==> src/rtl/mc_ctrl_pkg.sv <==
// Shared encodings for the multicycle RV32I control path: FSM states,
// opcodes, mux selects, ALU controls, and a per-state control-word helper.
package mc_ctrl_pkg;

  typedef enum logic [3:0] {
    FETCH, DECODE, MEMADR, MEMREAD, MEMWB, MEMWRITE,
    EXECUTER, EXECUTEI, ALUWB, JAL, BEQ, FAULT
  } state_t;

  localparam logic [6:0] OP_LW  = 7'b0000011;
  localparam logic [6:0] OP_SW  = 7'b0100011;
  localparam logic [6:0] OP_R   = 7'b0110011;
  localparam logic [6:0] OP_I   = 7'b0010011;
  localparam logic [6:0] OP_JAL = 7'b1101111;
  localparam logic [6:0] OP_BEQ = 7'b1100011;

  localparam logic [2:0] ALU_ADD = 3'b000;
  localparam logic [2:0] ALU_SUB = 3'b001;
  localparam logic [2:0] ALU_AND = 3'b010;
  localparam logic [2:0] ALU_OR  = 3'b011;
  localparam logic [2:0] ALU_SLT = 3'b101;

  localparam logic [1:0] ALUOP_ADD   = 2'b00;
  localparam logic [1:0] ALUOP_SUB   = 2'b01;
  localparam logic [1:0] ALUOP_FUNCT = 2'b10;

  localparam logic [1:0] RES_ALUOUT    = 2'b00;
  localparam logic [1:0] RES_DATA      = 2'b01;
  localparam logic [1:0] RES_ALURESULT = 2'b10;

  localparam logic [1:0] SRCA_PC    = 2'b00;
  localparam logic [1:0] SRCA_OLDPC = 2'b01;
  localparam logic [1:0] SRCA_RS1   = 2'b10;

  localparam logic [1:0] SRCB_RS2  = 2'b00;
  localparam logic [1:0] SRCB_IMM  = 2'b01;
  localparam logic [1:0] SRCB_FOUR = 2'b10;

  localparam logic [1:0] IMM_I = 2'b00;
  localparam logic [1:0] IMM_S = 2'b01;
  localparam logic [1:0] IMM_B = 2'b10;
  localparam logic [1:0] IMM_J = 2'b11;

  // Moore control word; pc_update/branch are combined with zero at the top.
  typedef struct packed {
    logic       adr_src;
    logic       mem_write;
    logic       ir_write;
    logic       reg_write;
    logic       pc_update;
    logic       branch;
    logic       illegal;
    logic [1:0] result_src;
    logic [1:0] alu_src_a;
    logic [1:0] alu_src_b;
    logic [1:0] alu_op;
  } ctl_t;

  function automatic ctl_t ctl_of(input state_t s);
    ctl_t c;
    c = '0;
    case (s)
      FETCH:    begin c.ir_write = 1'b1; c.pc_update = 1'b1;
                      c.alu_src_b = SRCB_FOUR; c.result_src = RES_ALURESULT; end
      DECODE:   begin c.alu_src_a = SRCA_OLDPC; c.alu_src_b = SRCB_IMM; end
      MEMADR:   begin c.alu_src_a = SRCA_RS1; c.alu_src_b = SRCB_IMM; end
      MEMREAD:  c.adr_src = 1'b1;
      MEMWB:    begin c.result_src = RES_DATA; c.reg_write = 1'b1; end
      MEMWRITE: begin c.adr_src = 1'b1; c.mem_write = 1'b1; end
      EXECUTER: begin c.alu_src_a = SRCA_RS1; c.alu_src_b = SRCB_RS2;
                      c.alu_op = ALUOP_FUNCT; end
      EXECUTEI: begin c.alu_src_a = SRCA_RS1; c.alu_src_b = SRCB_IMM;
                      c.alu_op = ALUOP_FUNCT; end
      ALUWB:    c.reg_write = 1'b1;
      JAL:      begin c.alu_src_a = SRCA_OLDPC; c.alu_src_b = SRCB_FOUR;
                      c.pc_update = 1'b1; end
      BEQ:      begin c.alu_src_a = SRCA_RS1; c.alu_op = ALUOP_SUB;
                      c.branch = 1'b1; end
      FAULT:    c.illegal = 1'b1;
      default:  ;
    endcase
    return c;
  endfunction

  function automatic logic [1:0] imm_of(input logic [6:0] op);
    case (op)
      OP_SW:   return IMM_S;
      OP_BEQ:  return IMM_B;
      OP_JAL:  return IMM_J;
      default: return IMM_I;
    endcase
  endfunction

endpackage

==> src/rtl/mc_controller_alu_decoder.sv <==
// ALU decoder: maps alu_op plus instruction fields to an ALU operation.
module alu_decoder
  import mc_ctrl_pkg::*;
(
  input  logic [1:0] alu_op,
  input  logic [2:0] funct3,
  input  logic       op5,
  input  logic       funct7b5,
  output logic [2:0] alu_control
);

  // Only R-type (op5=1) with funct7b5 turns funct3=000 into a subtract.
  always_comb begin
    alu_control = ALU_ADD;
    case (alu_op)
      ALUOP_SUB:   alu_control = ALU_SUB;
      ALUOP_FUNCT: begin
        case (funct3)
          3'b000:  alu_control = (op5 & funct7b5) ? ALU_SUB : ALU_ADD;
          3'b010:  alu_control = ALU_SLT;
          3'b110:  alu_control = ALU_OR;
          3'b111:  alu_control = ALU_AND;
          default: alu_control = ALU_ADD;
        endcase
      end
      default:     alu_control = ALU_ADD;
    endcase
  end

endmodule

==> src/rtl/mc_controller.sv <==
// Main control FSM of the multicycle RV32I core.
// Optional feature macro: MC_CTRL_MEM_WAIT_EN adds mem_ready and stalls
// FETCH / MEMREAD / MEMWRITE until memory completes.
module mc_controller
  import mc_ctrl_pkg::*;
(
  input  logic       clk,
  input  logic       reset,
  input  logic [6:0] opcode,
  input  logic [2:0] funct3,
  input  logic       funct7b5,
  input  logic       zero,
`ifdef MC_CTRL_MEM_WAIT_EN
  input  logic       mem_ready,
`endif
  output logic       pc_write,
  output logic       adr_src,
  output logic       mem_write,
  output logic       ir_write,
  output logic       reg_write,
  output logic [1:0] result_src,
  output logic [1:0] alu_src_a,
  output logic [1:0] alu_src_b,
  output logic [1:0] imm_src,
  output logic [2:0] alu_control,
  output logic       illegal
);

  state_t     state, nxt;
  ctl_t       ctl_q;
  logic       rdy, strobe_ok;
  logic [2:0] alu_dec;

`ifdef MC_CTRL_MEM_WAIT_EN
  assign rdy = mem_ready;
`else
  assign rdy = 1'b1;
`endif

  // Next-state selection; memory states hold until the access completes.
  always_comb begin
    nxt = state;
    case (state)
      FETCH:    nxt = rdy ? DECODE : FETCH;
      DECODE: begin
        case (opcode)
          OP_LW, OP_SW: nxt = MEMADR;
          OP_R:         nxt = EXECUTER;
          OP_I:         nxt = EXECUTEI;
          OP_JAL:       nxt = JAL;
          OP_BEQ:       nxt = BEQ;
          default:      nxt = FAULT;
        endcase
      end
      MEMADR:   nxt = opcode[5] ? MEMWRITE : MEMREAD;
      MEMREAD:  nxt = rdy ? MEMWB : MEMREAD;
      MEMWB:    nxt = FETCH;
      MEMWRITE: nxt = rdy ? FETCH : MEMWRITE;
      EXECUTER: nxt = ALUWB;
      EXECUTEI: nxt = ALUWB;
      ALUWB:    nxt = FETCH;
      JAL:      nxt = ALUWB;
      BEQ:      nxt = FETCH;
      FAULT:    nxt = FAULT;
      default:  nxt = FAULT;
    endcase
  end

  // State plus registered control word for the state being entered.
  always_ff @(posedge clk) begin
    if (reset) begin
      state <= FETCH;
      ctl_q <= ctl_of(FETCH);
    end else begin
      state <= nxt;
      ctl_q <= ctl_of(nxt);
    end
  end

  alu_decoder u_alu_dec (
    .alu_op      (ctl_q.alu_op),
    .funct3      (funct3),
    .op5         (opcode[5]),
    .funct7b5    (funct7b5),
    .alu_control (alu_dec)
  );

  // Side-effect strobes in FETCH/MEMWRITE fire only on the completing cycle.
  assign strobe_ok = rdy | ~((state == FETCH) | (state == MEMWRITE));

  // Output drive; everything is held at zero while reset is high.
  always_comb begin
    pc_write    = 1'b0;
    adr_src     = 1'b0;
    mem_write   = 1'b0;
    ir_write    = 1'b0;
    reg_write   = 1'b0;
    result_src  = 2'b00;
    alu_src_a   = 2'b00;
    alu_src_b   = 2'b00;
    imm_src     = 2'b00;
    alu_control = 3'b000;
    illegal     = 1'b0;
    if (!reset) begin
      pc_write    = (ctl_q.pc_update & strobe_ok) | (ctl_q.branch & zero);
      adr_src     = ctl_q.adr_src;
      mem_write   = ctl_q.mem_write & strobe_ok;
      ir_write    = ctl_q.ir_write & strobe_ok;
      reg_write   = ctl_q.reg_write;
      result_src  = ctl_q.result_src;
      alu_src_a   = ctl_q.alu_src_a;
      alu_src_b   = ctl_q.alu_src_b;
      imm_src     = imm_of(opcode);
      alu_control = alu_dec;
      illegal     = ctl_q.illegal;
    end
  end

endmodule

==> config.mk <==
export PLATFORM = sky130hd
export DESIGN_NAME = mc_controller
export DESIGN_NICKNAME = d
export VERILOG_FILES = /design/src/rtl/mc_ctrl_pkg.sv /design/src/rtl/mc_controller_alu_decoder.sv /design/src/rtl/mc_controller.sv
export SDC_FILE = /design/constraint.sdc
export NUM_CORES = 1
export LEC_CHECK = 0
export CAP_MARGIN = 20
export CORE_MARGIN = 4
export CORE_UTILIZATION = 40
export CTS_CLUSTER_DIAMETER = 150
export DETAILED_ROUTE_END_ITERATION = 8
export HOLD_SLACK_MARGIN = 0.1
export PLACE_DENSITY = 0.83
export REMOVE_ABC_BUFFERS = 1
export SLEW_MARGIN = 20
export SYNTH_ARGS = -nofsm -noshare
export SYNTH_HDL_FRONTEND = slang
export SYNTH_SLANG_ARGS = --single-unit
==> constraint.sdc <==
create_clock -name clk -period 1.75 [get_ports clk]
set_clock_uncertainty 0.05 [all_clocks]
set_input_delay 0.35 -clock clk [delete_from_list [all_inputs] [get_ports clk]]
set_output_delay 0.35 -clock clk [all_outputs]
set_load 0.1 [all_outputs]
# Word-level counts from Yosys, hierarchy flattened

Cells that the tools add are included.

Equal/unequal tests: 32
Muxes and demuxes: 29
Bitwise logic cells: 3
Reduce and logical (&&, ||, !) cells: 13

Operator list:

| cell                 | count |
|---|---|
| $eq A4 B3 Y1 const B | 8 |
| $eq A4 B4 Y1 const B | 7 |
| $pmux W4 S6          | 1 |
| $pmux W4 S5          | 1 |
| $eq A4 B2 Y1 const B | 4 |
| $pmux W2 S2          | 4 |
| $eq A7 B6 Y1 const B | 2 |
| $eq A7 B7 Y1 const B | 2 |
| $mux W1              | 14 |
| $pmux W3 S4          | 1 |
| $reduce_or A2 Y1     | 6 |
| $eq A4 B1 Y1 const B | 2 |
| $logic_not A4 Y1     | 2 |
| $mux W2              | 4 |
| $reduce_or A4 Y1     | 2 |
| $eq A7 B2 Y1 const B | 1 |
| $eq A7 B5 Y1 const B | 1 |
| $eq A3 B3 Y1 const B | 2 |
| $mux W3              | 2 |
| $pmux W2 S3          | 1 |
| $pmux W3 S2          | 1 |
| $reduce_or A3 Y1     | 2 |
| $eq A3 B2 Y1 const B | 1 |
| $logic_not A3 Y1     | 1 |
| other kinds (4)      | 5 |

Register bits after elaboration: 19
Input bits: 14
Output and inout bits: 17

# Depth between registers and ports, before layout

Gate-level depths: netlist of run 1.

Depth in word-level cells: 7
Gate-level depth with buffers: 7

# By module

A second synthesis of run 1 with hierarchy kept.

Cells, all modules: 111
Area total of the unflattened synthesis: 920.9 um2

By module, submodules not included:

| module        | times used | cells each | area each (um2) |
|---|---|---|---|
| mc_controller | 1          | 100        | 824.5 |
| alu_decoder   | 1          | 11         | 96.3 |

# Least setup slack after synthesis of run 1

No wires, ideal clock.

Kind: input to output
From: input port reset
To: output port imm_src[1]
Arrival: 4.175 ns
Required time: 1.350 ns
Slack: -2.825 ns
Stages: 3
Cells stage by stage: clkdlybuf4s50_2 -> buf_6 -> nor4b_1

Longest elaborated chain between the ends: 1

RTL lines:

| element     | RTL line             | source |
|---|---|---|
| from (decl) | mc_controller.sv:8   | `input logic reset,` |
| $mux W2     | mc_controller.sv:104 | `if (!reset) begin` |
| to (decl)   | mc_controller.sv:24  | `output logic [1:0] imm_src,` |

Every way passes these cells.

# Worst setup path after layout of run 1

From: register ctl_q[0] in the netlist's numbering
To: output port alu_control[2]

Longest elaborated chain between the ends: 3
Elaborated cells on any way between the ends: 4
Classes of those cells: eq/ne: 2; mux: 2

RTL lines:

| element                                      | RTL line                        | source |
|---|---|---|
| from (decl)                                  | mc_controller.sv:30             | `ctl_t ctl_q;` |
| from (signal assigned)                       | mc_controller.sv:73             | `ctl_q <= ctl_of(FETCH);` |
| from (signal assigned)                       | mc_controller.sv:76             | `ctl_q <= ctl_of(nxt);` |
| $eq A2 B2 Y1 or $eq A2 B1 Y1 (tied branches) | mc_controller_alu_decoder.sv:15 | `case (alu_op)` |
| $pmux W3 S2 (*)                              | mc_controller_alu_decoder.sv:15 |  |
| $mux W3 (*)                                  | mc_controller.sv:104            |  |
| to (decl)                                    | mc_controller.sv:25             | `output logic [2:0] alu_control,` |

Mark *: on every way between the ends. The rest lies on a longest branch, timed or not.

==> results of run 1 <==
[Yosys cell counts, types with 2 or more instances]
master and instances:
a31oi_1 2, o21ai_0 3, a21oi_1 4, nor2b_1 10, xor2_1 3, nor4b_1 2
nand2_1 6, nor2_1 15, inv_1 5, dfxtp_1 16, nor3_1 4, nand3_1 3
buf_6 3, ha_1 2
[power groups by stage]
stage	clock network [mW]	registers (mW)	logic [mW]
3_5_place_dp	0	0.482	0.835
4_1_cts	0.239	0.476	0.853
2_1_floorplan	0	0.468	0.494
6_report	0.233	0.483	0.857
5_1_grt	0.256	0.494	0.908
3_3_place_gp	0	0.475	0.811
[sequential cells by signal, summed over array words and instances, names as in the netlist]
register and count:
ctl_q 12, state 4
[cell families (layout without fill, tap and decap cells)]
family	count (synthesis)	after routing	synth area share [%]
and+or+nand+nor	54	54	36.1
AOI/OAI and AO/OA	18	18	15.3
DFF	16	16	34.6
buffers and inverters	12	64	8.51
xor gates and xnor gates	3	3	2.84
adders and majority gates	2	2	2.70
[cell usage in the layout, fill, tap and decap left out, drive strengths merged]
| cell | n |
|---|---|
| buf | 48 |
| dfxtp | 16 |
| nor2 | 15 |
| nor2b | 10 |
| nand2 | 7 |
| inv | 6 |
| clkbuf | 5 |
| dlygate4sd2 | 4 |
| a21oi | 4 |
| nor3 | 4 |
| nand3 | 3 |
| xor2 | 3 |
| nor4b | 3 |
| o21ai | 3 |
| and3 | 3 |
| a31oi | 2 |
| nand4bb | 2 |
| a21o | 2 |
| ha | 2 |
| nand4b | 1 |
| nor3b | 1 |
| o21a | 1 |
| o41a | 1 |
| nand2b | 1 |
| o41ai | 1 |
| or2b | 1 |
| or2 | 1 |
| o211ai | 1 |
| and2b | 1 |
| o21bai | 1 |
| a211oi | 1 |
| or4b | 1 |
| o31ai | 1 |
| clkdlybuf4s50 | 1 |
[layout make-up]
type	instances	area share [%]
inverters	6	1.37
multi-input cells	77	36.7
clock buffers	4	2.20
repair buffers	54	37.8
flip-flops and latches	16	19.8
well taps	28	2.13
[worst max-delay path by stage]
stage / startpoint / endpoint / slack [ps]
2_1_floorplan: ctl_q[0]$_SDFF_PP0_ / alu_control[2] / -2510
5_1_grt: ctl_q[0]$_SDFF_PP0_ / alu_control[2] / -220
3_5_place_dp: reset / alu_control[2] / -410
4_1_cts: ctl_q[0]$_SDFF_PP0_ / alu_control[2] / -160
6_report: ctl_q[0]$_SDFF_PP0_ / alu_control[2] / -140
3_3_place_gp: reset / result_src[1] / -350
[through the flow]
step	util (%)	setup TNS, ps	setup WS [ps]	total power, mW	std cells
6_report	74.5	-140	-140	1.57	185
5_1_grt	74.5	-271	-224	1.66	185
3_3_place_gp	69.3	-8150	-347	1.29	178
2_1_floorplan	-	-13480	-2510	0.963	99
3_5_place_dp	69.3	-9060	-409	1.32	178
4_1_cts	73.9	-180	-162	1.57	184
[layer usage]
metal  vias up  share of wire (%)  global-route usage [%]
met5         -                  0                       0
met4         0               0.51                    2.03
met3         2                4.3                    3.71
met2        24                 57                    33.2
met1       443                 38                    18.2
li1        468                  -                       -
[what timing repair did]
item / in CTS / in global routing
hold endpoints to repair: 0 / 0
hold buffers: 0 / 0
endpoints found under the setup margin: 23 / 7
gates resized for setup: 52 / 14
setup buffers: 2 / 1
pin swaps: 11 / 5
[worst max-delay path, delay by kind of cell (launching register included)]
| family | cells | cell delay (ps) |
|---|---|---|
| fa+ha+maj | 1 | 210 |
| buf+inv | 3 | 360 |
| flops | 1 | 350 |
| simple gates | 2 | 280 |
==> key figures, run 1 <==
Outcome
  • Status: complete, but fails checks
  • Failing checks: setup timing

Drt
  • Vias: around 940
  • Post-route ant nets: 0
  • DR iter-0 viols: 11
  • DRT Wirelength: 2530 um
  • DR vias/cell: roughly 5.1
  • Number of remaining DRC errors: 0
  • Post-DR wirelength/cell: approximately 14 um
  • DRT Pass-1 Iters: 5

Power
  • Part of the power in registers: a little under a third
  • Logic pwr share: a little over half
  • Pint: about 930 uW
  • Max VDD drop: 0.000891 V
  • Clk pwr share: roughly 15%
  • Net Sw Power: ~640 uW
  • P per Cell Area: 954 nW/um^2
  • Switching Share: between 40% and 50%
  • P_leak: slightly above 0.7 nW

STA
  • Setup violators final: 1
  • Final Worst Setup Slack: -140 ps
  • Worst hold margin: around 500 ps
  • Fin. max-slew vios: 0
  • Crit path time final: between 1500 and 2000 ps
  • Max-slew headroom: 76.2%
  • Least-Margin Pin Slew: approximately 350 ps
  • F_max: around 530 MHz
  • Final hold violations: 0
  • Crit share post-route: 108%
  • RSZ-0062 raised after global routing: true

Logic synthesis
  • Mapped Cells: around 110
  • Synth Warn #: 0
  • Number of synthesized flops with an enable pin: 0
  • Top cell type's share of synthesized area: approximately 35%
  • Post-synth top area cell: dfxtp_1
  • Netlist Area Pre-Place: just over 900 sq um
  • Synth Flop Type: dfxtp_1
  • FF+latch count, synth: 16
  • Synth area leaders: dfxtp_1 35%, nor2b_1 6.8%, nor2_1 6.1%
  • Register area share after synthesis: 34.6%
  • Post-synthesis cell type count: between 40 and 50
  • Post-synth ARST share: 0%
  • Synth Area per Inst: about 9 sq um

GRT
  • Tot GR Track Use: 16.8%
  • Initial antenna violation count: 0
  • Grt ovf: 0
  • First-pass GRT wire length: 4210 um
  • Largest net degree at the start of global routing: 10
  • Vias in the first global route: between 900 and 1000

Placed design
  • Buffers on Ports: 30
  • Cell Area, Placed: between 1500 and 2000 sq um
  • Post-DP HPWL: 1990 um
  • Placer Congestion: approximately 0.9

Setup path
  • R2r setup slk: approximately 100 ps
  • Crit-path cells: inv_2, ha_4, nor2_4, nor4b_4, buf_4, buf_12
  • R2r endpoint: ctl_q[2]$_SDFF_PP0_
  • Worst reg2reg startpoint: state[2]$_SDFF_PP0_
  • Crit. End Element: output pin
  • Crit Path Max Fanout: 2
  • Type of the worst setup path: flip-flop to output pin
  • Slowest stage cell, crit path: dfxtp_2
  • Worst endpoint data arrival time: approximately 1500 ps
  • Cells on worst reg2reg path: 5
  • Req. time, crit path: ~1400 ps
  • Crit path largest cell delay: roughly 350 ps
  • Crit start category: flip-flop

Floorplan
  • DIE WIDTH: roughly 56 um
  • Die area: 3150 sq um
  • Ports: 31
  • Placement Rows: 17
  • Chip height: ~56 um
  • Initial Util: between 40% and 50%
  • Core area: between 2000 and 2500 sq um

CTS
  • Max H-tree Level: 1
  • Root buffer cell: clkbuf_4
  • Num CTS Buffers: 3
  • CTS tree: yes
  • Worst-path clk slew: about 90 ps
  • Skew-Pair Late Insertion Delay: around 280 ps
  • Max clock buf depth: 2
  • Clk sinks: 16

Min path
  • Hold path start: reset
  • HP Class: primary input to flip-flop
  • Hold Path End: ctl_q[5]$_SDFF_PP0_
  • Hold Path Cell Cnt: 3

Layout
  • Storage element area: about 330 sq um
  • Fill count: 172
  • Synth-to-Final Area Change: 78.0%
  • Share of layout cells above drive strength 1: ~53%
  • Fin area: 1650 sq um
  • Ant diodes: 0
  • Multi-input logic area: just over 600 sq um
  • Nets: 174

Run
  • Max-cap violations: 0
(Power assumes the default switching activity.)
==> run 2, diff against run 1 <==
--- a/config.mk
+++ b/config.mk
@@ -5,13 +5,12 @@
 export SDC_FILE = /design/constraint.sdc
 export NUM_CORES = 1
 export LEC_CHECK = 0
-export CAP_MARGIN = 20
-export CORE_MARGIN = 4
-export CORE_UTILIZATION = 40
+export CORE_MARGIN = 5
+export CORE_UTILIZATION = 25
 export CTS_CLUSTER_DIAMETER = 150
 export DETAILED_ROUTE_END_ITERATION = 8
 export HOLD_SLACK_MARGIN = 0.1
-export PLACE_DENSITY = 0.83
+export PLACE_DENSITY = 0.6
 export REMOVE_ABC_BUFFERS = 1
 export SLEW_MARGIN = 20
 export SYNTH_ARGS = -nofsm -noshare
==> run 2 against run 1 <==
Against the previous run:
- the flow still finishes with violations (setup timing)
- hold slack better by 66 ps
- largest power group unchanged
- final cell count is 9.2% higher
- via count is 0.32% lower
- maximum frequency is 3.0% higher
- critical endpoint unchanged
==> key figures, run 2 (synthesized netlist as in run 1, its figures left out) <==
Outcome
  • Status: complete, but fails checks
  • Failing checks: setup timing

Setup path
  • Worst endpoint data arrival time: 1430 ps
  • R2r setup slk: ~70 ps
  • Type of the worst setup path: flip-flop to output pin
  • Cells on worst reg2reg path: 5
  • Crit. End Element: output pin
  • Crit Path Max Fanout: 2
  • Req. time, crit path: 1350 ps
  • Crit-path cells: inv_2, ha_4, nor2_4, nor4b_4, buf_4, buf_12
  • Crit path largest cell delay: 330 ps
  • Crit path max-delay family: buffers and inverters
  • Crit start category: flip-flop
  • Slowest stage cell, crit path: dfxtp_2
  • R2r endpoint: ctl_q[2]$_SDFF_PP0_
  • Worst reg2reg startpoint: state[1]$_SDFF_PP0_
  • Worst path bufs/invs: 3

STA
  • Crit path time final: 1830 ps
  • Final Worst Setup Slack: -84.5 ps
  • F_max: ~550 MHz
  • Max-slew headroom: between 70% and 80%
  • Setup violators final: 2
  • RSZ-0062 raised after global routing: true
  • Least-Margin Pin Slew: about 310 ps
  • Final hold violations: 0
  • Crit share post-route: 105%
  • Fin. max-slew vios: 0

GRT
  • Vias in the first global route: 912
  • Tot GR Track Use: a little over a tenth
  • Grt ovf: 0
  • First-pass GRT wire length: around 4300 um
  • Initial antenna violation count: 0
  • Largest net degree at the start of global routing: 18

Layout
  • Nets: approximately 170
  • Top Registers: ctl_q: 12 flops, state: 4 flops
  • Most common cell after layout, fill and taps aside: buf_4
  • Most flops, register: ctl_q
  • Ant diodes: 0
  • Fill count: around 360
  • Post-Route Utilization: roughly 46%
  • Most frequent cells in the layout: 18 x buf_4, 17 x buf_12, 13 x nor2_1
  • Fin area: about 1700 sq um
  • Synth-to-Final Area Change: 81.1%
  • Share of layout cells above drive strength 1: around half
  • Largest register FFs: 12

Floorplan
  • Placement Rows: 22
  • Ports: 31
  • Initial Util: about a quarter
  • DIE WIDTH: 70.9 um
  • Die area: roughly 5000 sq um
  • Chip height: roughly 71 um
  • Core area: 3630 sq um

Power
  • Logic pwr share: 51.0%
  • Net Sw Power: 648 uW
  • Max VDD drop: ~0.00054 V
  • P_leak: ~0.69 nW
  • Part of the power in registers: 29.5%
  • Pint: approximately 990 uW
  • P per Cell Area: between 900 and 1000 nW/um^2
  • Switching Share: between 30 and 40%
  • Clk pwr share: around a fifth

Drt
  • DRT Wirelength: ~2500 um
  • Vias: approximately 930
  • Post-DR wirelength/cell: between 10 and 15 um
  • Post-route ant nets: 0
  • DR iter-0 viols: 14
  • DRT Pass-1 Iters: 4
  • Number of remaining DRC errors: 0
  • DR vias/cell: ~4.6

CTS
  • Clk sinks: 16
  • Skew-Pair Late Insertion Delay: around 250 ps
  • Worst-path clk slew: 60 ps
  • Max H-tree Level: 1
  • CTS tree: yes
  • Num CTS Buffers: 3
  • Root buffer cell: clkbuf_8
  • # hold bufs at CTS: 0
  • Max clock buf depth: 2

Run
  • Max-cap violations: 0

Min path
  • HP Class: primary input to flip-flop
  • Hold Path End: state[2]$_SDFF_PP0_
  • Hold Path Cell Cnt: 3
  • Hold path start: reset

Placed design
  • Post-DP HPWL: 1950 um
  • Placer Congestion: a little over 0.9
  • Cell Area, Placed: ~1500 sq um
  • Buffers on Ports: 30
==> run 2: worst register-to-register path: stages, from the launching register on <==
cell,delay (ps)
dfxtp_2,360
nor4b_2,300
o21ai_1,110
and3_4,190
or4b_1,490
o31ai_1,80
==> run 2: cell type report <==
cell class              count  area (sq um)  area share [%]
multi-input cells          77           609            36.3
repair buffers             51           601            35.8
flip-flops and latches     16           329            19.6
well taps                  48          60.1            3.58
clock buffers               4          55.1            3.28
inverters                   6          22.5            1.34
==> run 2: power by group through the flow <==
stage / sequential, mW / combinational, mW / clock [mW]
finish: 0.481 / 0.833 / 0.319
global route: 0.489 / 0.889 / 0.353
CTS: 0.472 / 0.836 / 0.332
detailed placement: 0.479 / 0.820 / 0
global placement: 0.475 / 0.803 / 0
floorplan: 0.468 / 0.494 / 0
==> run 2: through the flow <==
stage | power [mW] | setup WS, ps | cells | TNS (ps) | hold slack [ps]
finish | 1.63 | -84.5 | 202 | -100 | 552
global route | 1.73 | -163 | 202 | -245 | 578
CTS | 1.64 | -122 | 201 | -122 | 618
detailed placement | 1.30 | -367 | 195 | -6690 | 597
global placement | 1.28 | -349 | 195 | -6050 | 578
floorplan | 0.963 | -2510 | 99 | -13480 | 372
==> run 2: routing by layer <==
metal	global-route usage (%)	vias up	share of wire, %
li1	-	461	-
met1	11.6	448	40
met2	19.8	21	55
met3	3.13	4	3.9
met4	1.25	0	1.0
met5	0	-	0
==> run 2: timing repair <==
action                                  4_1_cts  5_1_grt
pin swaps                                    12        5
buffers inserted                              2        1
endpoints found under the setup margin       25       13
gates resized for setup                      43       14
hold endpoints to repair                      0        0
==> run 2: worst max path at each step <==
stage                              from                  end  slack, ps  cells past startpoint
finish              ctl_q[0]$_SDFF_PP0_       alu_control[2]        -80                      6
global route        ctl_q[0]$_SDFF_PP0_       alu_control[2]       -160                      6
CTS                 ctl_q[0]$_SDFF_PP0_       alu_control[2]       -120                      6
detailed placement            opcode[3]  ctl_q[2]$_SDFF_PP0_       -370                      5
global placement              opcode[3]  ctl_q[0]$_SDFF_PP0_       -350                      5
floorplan           ctl_q[0]$_SDFF_PP0_       alu_control[2]      -2510                      4
==> run 3, diff against run 2 <==
--- a/config.mk
+++ b/config.mk
@@ -5,12 +5,14 @@
 export SDC_FILE = /design/constraint.sdc
 export NUM_CORES = 1
 export LEC_CHECK = 0
+export CORE_ASPECT_RATIO = 0.75
 export CORE_MARGIN = 5
 export CORE_UTILIZATION = 25
 export CTS_CLUSTER_DIAMETER = 150
 export DETAILED_ROUTE_END_ITERATION = 8
+export DONT_BUFFER_PORTS = 1
 export HOLD_SLACK_MARGIN = 0.1
-export PLACE_DENSITY = 0.6
+export PLACE_DENSITY = 0.49
 export REMOVE_ABC_BUFFERS = 1
 export SLEW_MARGIN = 20
 export SYNTH_ARGS = -nofsm -noshare
==> run 3 against run 2 <==
Against the previous run:
- the flow still finishes with violations (setup timing)
- global-route usage is 2.2 points lower
- via count decreased by 14%
- non-clock buffer count is 30 lower
- setup slack better by 39 ps
- sequential share of layout area increased by 4.8 points
- design area is 20% lower
- final cell count decreased by 13%
- clock power decreased by 3%
- count of clock-buffer cells in the layout did not move
- critical endpoint unchanged
- largest power group unchanged
==> key figures, run 3 (synthesized netlist as in run 1, its figures left out) <==
Outcome
  • Status: complete, but fails checks
  • Failing checks: setup timing

Power
  • Max VDD drop: roughly 0.00041 V
  • P_leak: 0.531 nW
  • Clk pwr share: between 20% and 30%
  • Switching Share: a little over 40%
  • P per Cell Area: approximately 1100 nW/um^2
  • Pint: approximately 870 uW
  • Net Sw Power: 589 uW
  • Logic pwr share: a little under half
  • Part of the power in registers: between 30% and 40%
  • Total power: 1.46 mW

CTS
  • Max clock buf depth: 2
  • Post-CTS setup buffers: 0
  • Root buffer cell: clkbuf_8
  • Worst-path clk slew: approximately 60 ps
  • Num CTS Buffers: 3
  • Clk sinks: 16
  • Max H-tree Level: 1
  • Skew-Pair Late Insertion Delay: between 200 and 250 ps
  • CTS tree: yes

Layout
  • Share of layout cells above drive strength 1: between 40% and 50%
  • Largest register FFs: 12
  • Most flops, register: ctl_q
  • Most common cell after layout, fill and taps aside: buf_4
  • Most frequent cells in the layout: 15 x buf_4, 12 x nor2_1, 11 x dfxtp_1
  • Top Registers: ctl_q: 12 flops, state: 4 flops
  • Ant diodes: 0
  • Fill count: ~380
  • Synth-to-Final Area Change: 45.3%
  • Nets: 141

Placed design
  • Placer Congestion: 0.805
  • Post-DP HPWL: ~1600 um
  • Dpl ws: 22.8 ps
  • Buffers on Ports: 0

Setup path
  • Crit Path Max Fanout: 2
  • Worst path bufs/invs: 2
  • Crit-path cells: inv_2, ha_4, nor2_4, nor4b_4, clkbuf_16
  • Worst endpoint data arrival time: 1400 ps
  • Type of the worst setup path: flip-flop to output pin
  • Crit path max-delay family: flip-flops
  • Slowest stage cell, crit path: dfxtp_2
  • Crit path largest cell delay: 330 ps
  • Crit. End Element: output pin
  • Crit start category: flip-flop
  • Req. time, crit path: ~1400 ps

GRT
  • Tot GR Track Use: ~8.2%
  • First-pass GRT wire length: around 3300 um
  • Grt ovf: 0
  • Initial antenna violation count: 0
  • Largest net degree at the start of global routing: 27
  • Vias in the first global route: about 770

Drt
  • Post-route ant nets: 0
  • DRT Wirelength: 2110 um
  • DR vias/cell: about 4.6
  • DR iter-0 viols: 37
  • DRT Pass-1 Iters: 4
  • Post-DR wirelength/cell: ~12 um
  • Vias: between 800 and 900
  • Number of remaining DRC errors: 0

Floorplan
  • Core area: about 3600 sq um
  • Die area: 5030 sq um
  • Ports: 31
  • Initial Util: between 20% and 30%
  • Placement Rows: 19
  • DIE WIDTH: about 80 um
  • Chip height: ~63 um

STA
  • Crit path time final: about 1800 ps
  • Final hold violations: 0
  • Max-slew headroom: between 70% and 80%
  • RSZ-0062 raised after global routing: true
  • F_max: 557 MHz
  • Crit share post-route: 103%
  • Least-Margin Pin Slew: between 200 and 300 ps
  • Final Worst Setup Slack: -45.8 ps
  • Fin. max-slew vios: 0
  • Worst hold margin: roughly 120 ps
  • Setup violators final: 1

Run
  • Max-cap violations: 0

Min path
  • HP Class: primary input to flip-flop
## run 3: power groups by stage
stage,sequential (mW),combinational [mW],clock [mW]
floorplan,0.468,0.494,0
global placement,0.479,0.642,0
detailed placement,0.480,0.650,0
CTS,0.475,0.657,0.323
global route,0.496,0.702,0.339
finish,0.487,0.664,0.311
## run 3: what timing repair did
| item | CTS | global route |
|---|---|---|
| endpoints found under the setup margin | 2 | 4 |
| gates resized for setup | 7 | 8 |
| hold buffers | 0 | 0 |
| pin swaps | 2 | 2 |
## run 3: layout make-up
| class | instances | area [sq um] | area share [%] |
|---|---|---|---|
| well taps | 52 | 65.1 | 4.84 |
| inverters | 6 | 22.5 | 1.67 |
| flip-flops and latches | 16 | 329 | 24.5 |
| clock buffers | 4 | 55.1 | 4.09 |
| repair buffers | 21 | 248 | 18.4 |
| multi-input cells | 77 | 626 | 46.5 |
## run 3: per-stage QoR
| stage | cells | cell area [sq um] | util [%] | TNS (ps) |
|---|---|---|---|---|
| floorplan | 99 | 870 | - | -13480 |
| global placement | 172 | 1230 | 34.2 | 0 |
| detailed placement | 172 | 1230 | 34.2 | 0 |
| CTS | 176 | 1320 | 36.6 | -91.2 |
| global route | 176 | 1350 | 37.2 | -119 |
| finish | 176 | 1350 | 37.2 | -45.8 |
## run 3: worst paths after layout
path	start	to	slack [ps]	depth (start not counted)
worst max-delay path	ctl_q[0]$_SDFF_PP0_	alu_control[2]	-50	5
worst min-delay path	reset	state[3]$_SDFF_PP0_	120	1
worst max register to register	state[2]$_SDFF_PP0_	ctl_q[2]$_SDFF_PP0_	100	5
worst min register to register	state[3]$_SDFF_PP0_	ctl_q[12]$_SDFF_PP1_	660	2
## run 3: layer usage
metal  wire length [um]  vias up  GRT usage [%]
li1                   -      399              -
met1                885      373           9.19
met2               1000       25           13.9
met3                197        5           3.75
met4                 19        0           2.32
met5                  0        -              0
